### src/rtl/bayer_mosaic_tx_pkg.sv
// Shared types, Bayer channel selection and colour-bar table for bayer_mosaic_tx.
package bayer_mosaic_tx_pkg;

  typedef enum logic [1:0] {
    BAYER_RGGB = 2'd0,
    BAYER_GRBG = 2'd1,
    BAYER_GBRG = 2'd2,
    BAYER_BGGR = 2'd3
  } bayer_pat_t;

  typedef enum logic [1:0] {
    ST_WAIT_SOF,
    ST_ACTIVE,
    ST_HBL,
    ST_VBL
  } tx_state_t;

  localparam int NUM_BARS = 8;

  localparam logic [23:0] BAR_WHITE   = 24'hFFFFFF;
  localparam logic [23:0] BAR_YELLOW  = 24'hFFFF00;
  localparam logic [23:0] BAR_CYAN    = 24'h00FFFF;
  localparam logic [23:0] BAR_GREEN   = 24'h00FF00;
  localparam logic [23:0] BAR_MAGENTA = 24'hFF00FF;
  localparam logic [23:0] BAR_RED     = 24'hFF0000;
  localparam logic [23:0] BAR_BLUE    = 24'h0000FF;
  localparam logic [23:0] BAR_BLACK   = 24'h000000;

  // Index 0 is the leftmost bar.
  localparam logic [NUM_BARS-1:0][23:0] COLORBAR_RGB = {
    BAR_BLACK, BAR_BLUE, BAR_RED, BAR_MAGENTA,
    BAR_GREEN, BAR_CYAN, BAR_YELLOW, BAR_WHITE
  };

  function automatic logic [7:0] bayer_pick(input logic [23:0] rgb,
                                            input logic        row_lsb,
                                            input logic        col_lsb,
                                            input bayer_pat_t  pat);
    logic [7:0] r;
    logic [7:0] g;
    logic [7:0] b;
    logic [7:0] pick;
    r = rgb[23:16];
    g = rgb[15:8];
    b = rgb[7:0];
    pick = g;
    case (pat)
      BAYER_RGGB: if ({row_lsb, col_lsb} == 2'b00) pick = r;
                  else if ({row_lsb, col_lsb} == 2'b11) pick = b;
      BAYER_GRBG: if ({row_lsb, col_lsb} == 2'b01) pick = r;
                  else if ({row_lsb, col_lsb} == 2'b10) pick = b;
      BAYER_GBRG: if ({row_lsb, col_lsb} == 2'b01) pick = b;
                  else if ({row_lsb, col_lsb} == 2'b10) pick = r;
      BAYER_BGGR: if ({row_lsb, col_lsb} == 2'b00) pick = b;
                  else if ({row_lsb, col_lsb} == 2'b11) pick = r;
      default:    pick = g;
    endcase
    return pick;
  endfunction

endpackage

### src/rtl/bayer_lane_packer.sv
// Collects one raw sample per slot and registers the packed beat when the last slot fills.
module bayer_lane_packer #(
  parameter int LANES  = 2,
  parameter int PIX_W  = 8,
  parameter int SLOT_W = (LANES > 1) ? $clog2(LANES) : 1
) (
  input  logic                   clk,
  input  logic                   rst_n,
  input  logic                   in_valid,
  input  logic [PIX_W-1:0]       in_sample,
  input  logic [SLOT_W-1:0]      in_slot,
  input  logic                   flush,
  output logic [LANES*PIX_W-1:0] data_out,
  output logic                   data_valid
);

  logic [LANES*PIX_W-1:0] fill_q;
  logic [LANES*PIX_W-1:0] fill_d;
  logic                   beat_done;

  assign beat_done = in_valid && (in_slot == SLOT_W'(LANES - 1));

  // A flush discards the partial group; a sample arriving in the same cycle starts the new one.
  always_comb begin
    fill_d = flush ? '0 : fill_q;
    if (in_valid) fill_d[in_slot*PIX_W +: PIX_W] = in_sample;
  end

  // NOTE: the fill register is only a few words, so it is reset with everything else;
  // larger storage would be left unreset and qualified by valid instead.
  always_ff @(posedge clk or negedge rst_n) begin
    if (!rst_n) begin
      fill_q     <= '0;
      data_out   <= '0;
      data_valid <= 1'b0;
    end else begin
      fill_q     <= beat_done ? '0 : fill_d;
      data_valid <= beat_done;
      if (beat_done) data_out <= fill_d;
    end
  end

endmodule

### src/rtl/bayer_mosaic_tx.sv
// RGB stream to packed raw Bayer beats with line/frame blanking for ISP loopback.
// Optional internal colour-bar source: define BAYER_TX_COLORBAR_EN.
module bayer_mosaic_tx
  import bayer_mosaic_tx_pkg::*;
#(
  parameter int LANES   = 2,
  parameter int PIX_W   = 8,
  parameter int HPIX    = 640,
  parameter int VLINES  = 480,
  parameter int HBLANK  = 16,
  parameter int VBLANK  = 64,
  parameter int PATTERN = 0
) (
  input  logic                   clk,
  input  logic                   rst_n,
  input  logic                   s_valid,
  output logic                   s_ready,
  input  logic [23:0]            s_rgb,
  input  logic                   s_sof,
  input  logic                   s_eol,
  input  logic                   pat_en,
  output logic [LANES*PIX_W-1:0] data_out,
  output logic                   data_valid,
  output logic                   csi_in_frame,
  output logic [1:0]             err
);

  localparam int COL_W   = (HPIX > 1) ? $clog2(HPIX) : 1;
  localparam int ROW_W   = (VLINES > 1) ? $clog2(VLINES) : 1;
  localparam int BLK_MAX = (HBLANK > VBLANK) ? HBLANK : VBLANK;
  localparam int BLK_W   = $clog2(BLK_MAX + 1);
  localparam int SLOT_W  = (LANES > 1) ? $clog2(LANES) : 1;
  localparam bayer_pat_t PAT = bayer_pat_t'(PATTERN[1:0]);

  tx_state_t        state_q, state_d;
  logic [ROW_W-1:0] row_q, row_d;
  logic [COL_W-1:0] col_q, col_d;
  logic [BLK_W-1:0] blk_q, blk_d;
  logic [1:0]       err_q, err_d;
  logic             csi_q, csi_d;
  logic             drop_q, drop_d;
  logic             ready_d;
  logic             bar_q, bar_d;

  logic             in_take;
  logic             gen_take;
  logic             take;
  logic             resync;
  logic             hbl_done;
  logic             vbl_done;
  logic [ROW_W-1:0] eff_row;
  logic [COL_W-1:0] eff_col;
  logic             last_col;
  logic             last_row;
  logic [SLOT_W-1:0] slot;
  logic             group_done;
  logic [23:0]      bar_rgb;
  logic [23:0]      pix_rgb;
  logic [7:0]       chan;
  logic [PIX_W-1:0] sample;

  assign in_take  = s_valid && s_ready &&
                    ((state_q == ST_ACTIVE) || ((state_q == ST_WAIT_SOF) && s_sof));
  assign gen_take = bar_q && ((state_q == ST_ACTIVE) || (state_q == ST_WAIT_SOF));
  assign take     = in_take || gen_take;

  // A start-of-frame anywhere but (0,0) restarts the frame with this very pixel.
  assign resync   = in_take && (state_q == ST_ACTIVE) && s_sof &&
                    ((row_q != '0) || (col_q != '0));
  assign eff_row  = resync ? '0 : row_q;
  assign eff_col  = resync ? '0 : col_q;
  assign last_col = (eff_col == COL_W'(HPIX - 1));
  assign last_row = (eff_row == ROW_W'(VLINES - 1));
  assign slot     = SLOT_W'(32'(eff_col) % LANES);
  assign group_done = take && (slot == SLOT_W'(LANES - 1));

  assign hbl_done = (state_q == ST_HBL) && (blk_q == BLK_W'(HBLANK - 1));
  assign vbl_done = (state_q == ST_VBL) && (blk_q == BLK_W'(VBLANK - 1));

`ifdef BAYER_TX_COLORBAR_EN
  localparam int BAR_W = HPIX / NUM_BARS;

  assign bar_rgb = COLORBAR_RGB[3'(32'(eff_col) / BAR_W)];

  // The source is only switched while idle between frames, never mid-frame.
  always_comb begin
    bar_d = bar_q;
    if (((state_q == ST_WAIT_SOF) && !take) || vbl_done) bar_d = pat_en;
  end

  always_ff @(posedge clk or negedge rst_n) begin
    if (!rst_n) bar_q <= 1'b0;
    else        bar_q <= bar_d;
  end
`else
  logic pat_en_unused;

  assign pat_en_unused = pat_en;
  assign bar_rgb       = '0;
  assign bar_d         = 1'b0;
  assign bar_q         = 1'b0;
`endif

  assign pix_rgb = gen_take ? bar_rgb : s_rgb;
  assign chan    = bayer_pick(pix_rgb, eff_row[0], eff_col[0], PAT);

  generate
    if (PIX_W >= 8) begin : g_wide
      assign sample = PIX_W'(chan);
    end else begin : g_narrow
      assign sample = chan[7 -: PIX_W];
    end
  endgenerate

  // NOTE: every variable gets its hold value first so no path leaves one unassigned,
  // which is what keeps this block free of latches.
  always_comb begin
    state_d = state_q;
    row_d   = row_q;
    col_d   = col_q;
    blk_d   = blk_q;
    err_d   = err_q;
    csi_d   = csi_q;
    drop_d  = 1'b0;

    case (state_q)
      ST_HBL: begin
        blk_d = blk_q + 1'b1;
        if (hbl_done) begin
          state_d = ST_ACTIVE;
          row_d   = row_q + 1'b1;
          blk_d   = '0;
        end
      end
      ST_VBL: begin
        csi_d = 1'b0;
        blk_d = blk_q + 1'b1;
        if (vbl_done) begin
          state_d = ST_WAIT_SOF;
          row_d   = '0;
          blk_d   = '0;
        end
      end
      default: ;
    endcase

    if (take) begin
      state_d = ST_ACTIVE;
      row_d   = eff_row;
      if (last_col) begin
        col_d   = '0;
        blk_d   = '0;
        state_d = last_row ? ST_VBL : ST_HBL;
      end else begin
        col_d = eff_col + 1'b1;
      end
      // The counters stay authoritative; a misplaced s_eol is only reported.
      if (in_take && (s_eol != last_col)) err_d[1] = 1'b1;
    end

    if (resync) begin
      err_d[0] = 1'b1;
      csi_d    = 1'b0;
      drop_d   = csi_q;
    end else if (group_done || drop_q) begin
      csi_d = 1'b1;
    end

    ready_d = ((state_d == ST_WAIT_SOF) || (state_d == ST_ACTIVE)) && !bar_d;
  end

  // NOTE: sequential state uses non-blocking assignments so every flop samples
  // pre-edge values regardless of statement order.
  always_ff @(posedge clk or negedge rst_n) begin
    if (!rst_n) begin
      state_q <= ST_WAIT_SOF;
      row_q   <= '0;
      col_q   <= '0;
      blk_q   <= '0;
      err_q   <= '0;
      csi_q   <= 1'b0;
      drop_q  <= 1'b0;
      s_ready <= 1'b0;
    end else begin
      state_q <= state_d;
      row_q   <= row_d;
      col_q   <= col_d;
      blk_q   <= blk_d;
      err_q   <= err_d;
      csi_q   <= csi_d;
      drop_q  <= drop_d;
      s_ready <= ready_d;
    end
  end

  assign csi_in_frame = csi_q;
  assign err          = err_q;

  bayer_lane_packer #(
    .LANES (LANES),
    .PIX_W (PIX_W),
    .SLOT_W(SLOT_W)
  ) u_packer (
    .clk       (clk),
    .rst_n     (rst_n),
    .in_valid  (take),
    .in_sample (sample),
    .in_slot   (slot),
    .flush     (resync),
    .data_out  (data_out),
    .data_valid(data_valid)
  );

endmodule

### config.mk
export PLATFORM = sky130hd
export DESIGN_NAME = bayer_mosaic_tx
export DESIGN_NICKNAME = d
export VERILOG_FILES = /design/src/rtl/bayer_mosaic_tx_pkg.sv /design/src/rtl/bayer_lane_packer.sv /design/src/rtl/bayer_mosaic_tx.sv
export SDC_FILE = /design/constraint.sdc
export NUM_CORES = 1
export LEC_CHECK = 0
export ABC_AREA = 1
export BUFFER_PORTS_ARGS = -buffer_cell sky130_fd_sc_hd__buf_2
export CAP_MARGIN = 5
export CORE_ASPECT_RATIO = 1.25
export CORE_MARGIN = 1
export CORE_UTILIZATION = 48
export DETAILED_ROUTE_END_ITERATION = 16
export GPL_TIMING_DRIVEN = 1
export PLACE_DENSITY = 0.73
export REMOVE_ABC_BUFFERS = 1
export SYNTH_ARGS = -nofsm -noshare
export SYNTH_HDL_FRONTEND = slang
export SYNTH_SLANG_ARGS = --single-unit
### constraint.sdc
create_clock -name clk -period 3.3 [get_ports clk]
set_input_delay 0.33 -clock clk [delete_from_list [all_inputs] [get_ports clk]]
set_output_delay 0.33 -clock clk [all_outputs]
set_load 0.01 [all_outputs]
==> results.tsv <==
stage	metric	value	unit
die	starting density of the core	50.94	%
yosys	Synth Register Bits	58	
power	VDD IR-drop max	0.4698	mV
clock_tree	number of gates resized after cts	0	
die	die area	7003	µm²
finish	fin nets	507	
clock_tree	clock sink count	58	
worst_setup_path	Top delay family on crit path	simple AND/OR/NAND/NOR gates	
timing	setup violators final	0	
drt	initial drt markers	145	
finish	final instance area	3736	µm²
placement	I/O Buffers	49	
placement	HPWL after DPL	4974	µm
global_routing	first-pass GRT wire length	11630	µm
flow_run	Max Cap Viol	0	
global_routing	number of global-route vias before repair	2726	
worst_setup_path	CP Data Required Time	3530	ps
yosys	top_reg_cell synth	dfrtp_1	
timing	final setup TNS	0	ps
yosys	Cell Area, Synth	3202	µm²
yosys	largest family of logic cells by synthesized area	simple AND/OR/NAND/NOR gates	
worst_setup_path	reg2reg path depth	18	
worst_setup_path	Worst R2R End	state_q[0]	
die	core area	6286	µm²
clock_tree	clk buf depth	2	
worst_setup_path	CP most frequent cell	inv_1	
die	Top Ports	51	
worst_setup_path	crit path cell chain	inv_1 > ha_1 > inv_1 > nor2_1 > nand2_1 > nor2_1 > nand3_2 > nand2_4 > nand2_4 > inv_1 > ha_1 > nand4_2 > nor2_4 > nand3_4 > inv_2 > nand2_1 > nand2_1 > inv_1	
power	pwr/cell area	799.9	nW/µm²
timing	Fin. Hold Viols	0	
drt	vias per inst	5.012	
drt	ANT nets after route	0	
finish	layout cells sized above 1	19.25	%
yosys	Post-Synth XOR/XNOR Area	2.735	%
yosys	synth unique cells	36	
worst_setup_path	Levels on crit path	18	
global_routing	global router's overall resource usage	21.81	%
timing	max_slew headroom	64.80	%
placement	GPL Wtd Cong	0.8318	
yosys	post-synthesis simple-gate area fraction	35.52	%
timing	Pins Over Slew Limit	0	
worst_setup_path	crit path max fanout	18	
global_routing	initial antenna violation count	0	
finish	Area Overhead vs Synth	16.69	%
timing	fmax	338.7	MHz
clock_tree	CTS H-tree depth	3	
yosys	sequential element share of the synthesized area	45.33	%
global_routing	global route overflow	0	
yosys	Synth Area per Inst	7.642	µm²
worst_setup_path	launch point of the worst reg-to-reg path	row_q[0]	
yosys	multiplexer share of the synthesized area	0.3126	%
yosys	top cell type's share of synthesized area	45.33	%
hold_path	Hold Path End	err[1]	
drt	DRC	0	
clock_tree	TritonCTS buffer count	9	
worst_setup_path	startpoint type of the worst setup path	flop	
drt	DR WL/cell	12.06	µm
worst_setup_path	r2r setup slk	350	ps
die	die width	75.05	µm
hold_path	hold path start	s_eol	
worst_setup_path	WS Path Type	flop to flop	
placement	DP Area	3506	µm²
clock_tree	CTS tree	done	
clock_tree	clock root cell	clkbuf_8	
power	Leak	0.002024	µW
yosys	Synth area leaders	dfrtp_1 45%, nand2_1 19%, inv_1 6.1%	
hold_path	Hold Path Depth	3	
worst_setup_path	Slowest-stage cell, CP	dfrtp_1	
finish	Fillers	614	
finish	Sequential cell area	1451	µm²
worst_setup_path	Worst Setup End Kind	flop	
finish	footprint of the multi-input gates	1474	µm²
die	Chip Height	93.32	µm
timing	skew final	9.276	ps
yosys	Synth Area in Adders	1.563	%
drt	Routed WL	6789	µm
clock_tree	Worst-path clk slew	70	ps
worst_setup_path	crit path buf inv count	5	
timing	Period minus WS final	2953	ps
timing	Least-Margin Pin Slew	528.0	ps
die	Cell Rows	32	
timing	fin crit share	89.47	%
drt	vias	2822	
drt	TritonRoute pass-1 iters	4	
finish	diode count	0	
global_routing	pin count of the biggest net entering global routing	42	
yosys	EDFF count, synth	0	
clock_tree	worst skew pair latency	330	ps
timing	RSZ-0062 raised after global routing	false	
yosys	Async SR Flop Fraction	100.0	%
worst_setup_path	CP peak stage delay	410	ps
yosys	Synth Area in Compound Gates	5.901	%
hold_path	Min-Delay Path Class	input pin to flop	
yosys	Post-Synthesis Cells	419	
yosys	largest area contributor in the netlist	dfrtp_1	
worst_setup_path	crit path DAT	3180	ps
yosys	total number of yosys warnings	0	
outcome	status	completed	
-- power breakdown --
part           switching, µW  leakage (µW)  internal (µW)
Sequential               205      0.000740            944
Combinational            702       0.00118            410
Clock                    281      0.000103            446
-- cell usage after synthesis, types with 2 or more instances --
| library cell | count |
|---|---|
| a21oi_1 | 7 |
| buf_2 | 5 |
| buf_6 | 3 |
| dfrtp_1 | 58 |
| ha_1 | 4 |
| inv_1 | 52 |
| inv_2 | 5 |
| nand2_1 | 159 |
| nand2_2 | 2 |
| nand2_4 | 2 |
| nand3_1 | 25 |
| nand3_2 | 4 |
| nand4_1 | 6 |
| nor2_1 | 29 |
| nor2_2 | 3 |
| nor2_8 | 2 |
| nor3_1 | 7 |
| o211ai_1 | 4 |
| o21ai_0 | 8 |
| o21ai_2 | 2 |
| o22ai_1 | 7 |
| o311ai_0 | 2 |
| or2_2 | 2 |
| xnor2_1 | 4 |
| xor2_1 | 6 |
-- stage by stage --
step / util [%] / hold WS, ps / cells / setup slack, ps / power [µW]
5_1_grt: 59.43 / 213.4 / 563 / 84.22 / 3214
3_3_place_gp: 55.77 / 273.4 / 546 / 438.2 / 2238
3_5_place_dp: 55.77 / 287.3 / 546 / 372.4 / 2275
6_report: 59.43 / 219.3 / 563 / 347.4 / 2988
2_1_floorplan: - / 34.41 / 410 / 750.8 / 1929
4_1_cts: 59.43 / 201.1 / 563 / 328.7 / 3018
-- tightest hold or removal path: cells and delay by family --
kind | cells | cell delay, ps
simple gates | 2 | 100
buf+inv | 1 | 90
-- layout make-up --
cell class | instances | area share, %
inverter | 57 | 5.727
clock buffer | 12 | 3.885
timing repair buffer | 52 | 7.234
multi-input combinational | 295 | 39.45
clock inverter | 4 | 2.009
tap | 85 | 2.847
sequential | 58 | 38.85
-- sequential cells by signal, summed over array words and instances, names as in the netlist, 2 cells and up --
signal,flops
col_q,10
u_packer.data_out,16
u_packer.fill_q,8
state_q,2
err,2
blk_q,7
row_q,9
-- cells by family after synthesis --
kind of cell    Yosys count
fa+ha+maj                 4
flops                    58
compound gates           31
buf+inv                  66
simple gates            249
mux                       1
xor+xnor                 10
-- worst max-delay path by stage --
stage | to | slack, ps | start
after floorplan | state_q[0] | 750 | row_q[0]
after global placement | state_q[0] | 440 | row_q[0]
after detailed placement | col_q[7] | 370 | row_q[0]
after CTS | state_q[0] | 330 | row_q[0]
after global routing | state_q[0] | 80 | row_q[0]
final | state_q[0] | 350 | row_q[0]
-- metal layers --
metal  global-route usage, %  up-vias  share of wire (%)  wire, µm
met3                   5.388       13                4.0       269
met5                       0        -                  0         0
li1                        -     1425                  -         -
met4                   9.434        0                1.9       129
met2                   37.01       64                 50      3386
met1                   25.63     1320                 44      3003
-- what timing repair did --
action	CTS	global route
setup buffers	0	0
hold buffers	1	0
setup endpoints to repair	0	0
hold endpoints to repair	17	0
-- cell usage in the layout (no fill, tap or decap), types with 3 or more instances in the layout --
master / instances
nand2_1: 159
dfrtp_1: 58
inv_1: 52
buf_2: 49
nor2_1: 29
nand3_1: 25
clkbuf_8: 10
o21ai_0: 8
o22ai_1: 7
a21oi_1: 7
nor3_1: 7
xor2_1: 6
nand4_1: 6
inv_2: 5
o211ai_1: 4
xnor2_1: 4
nand3_2: 4
ha_1: 4
nor2_2: 3
(Power assumes the default switching activity.)
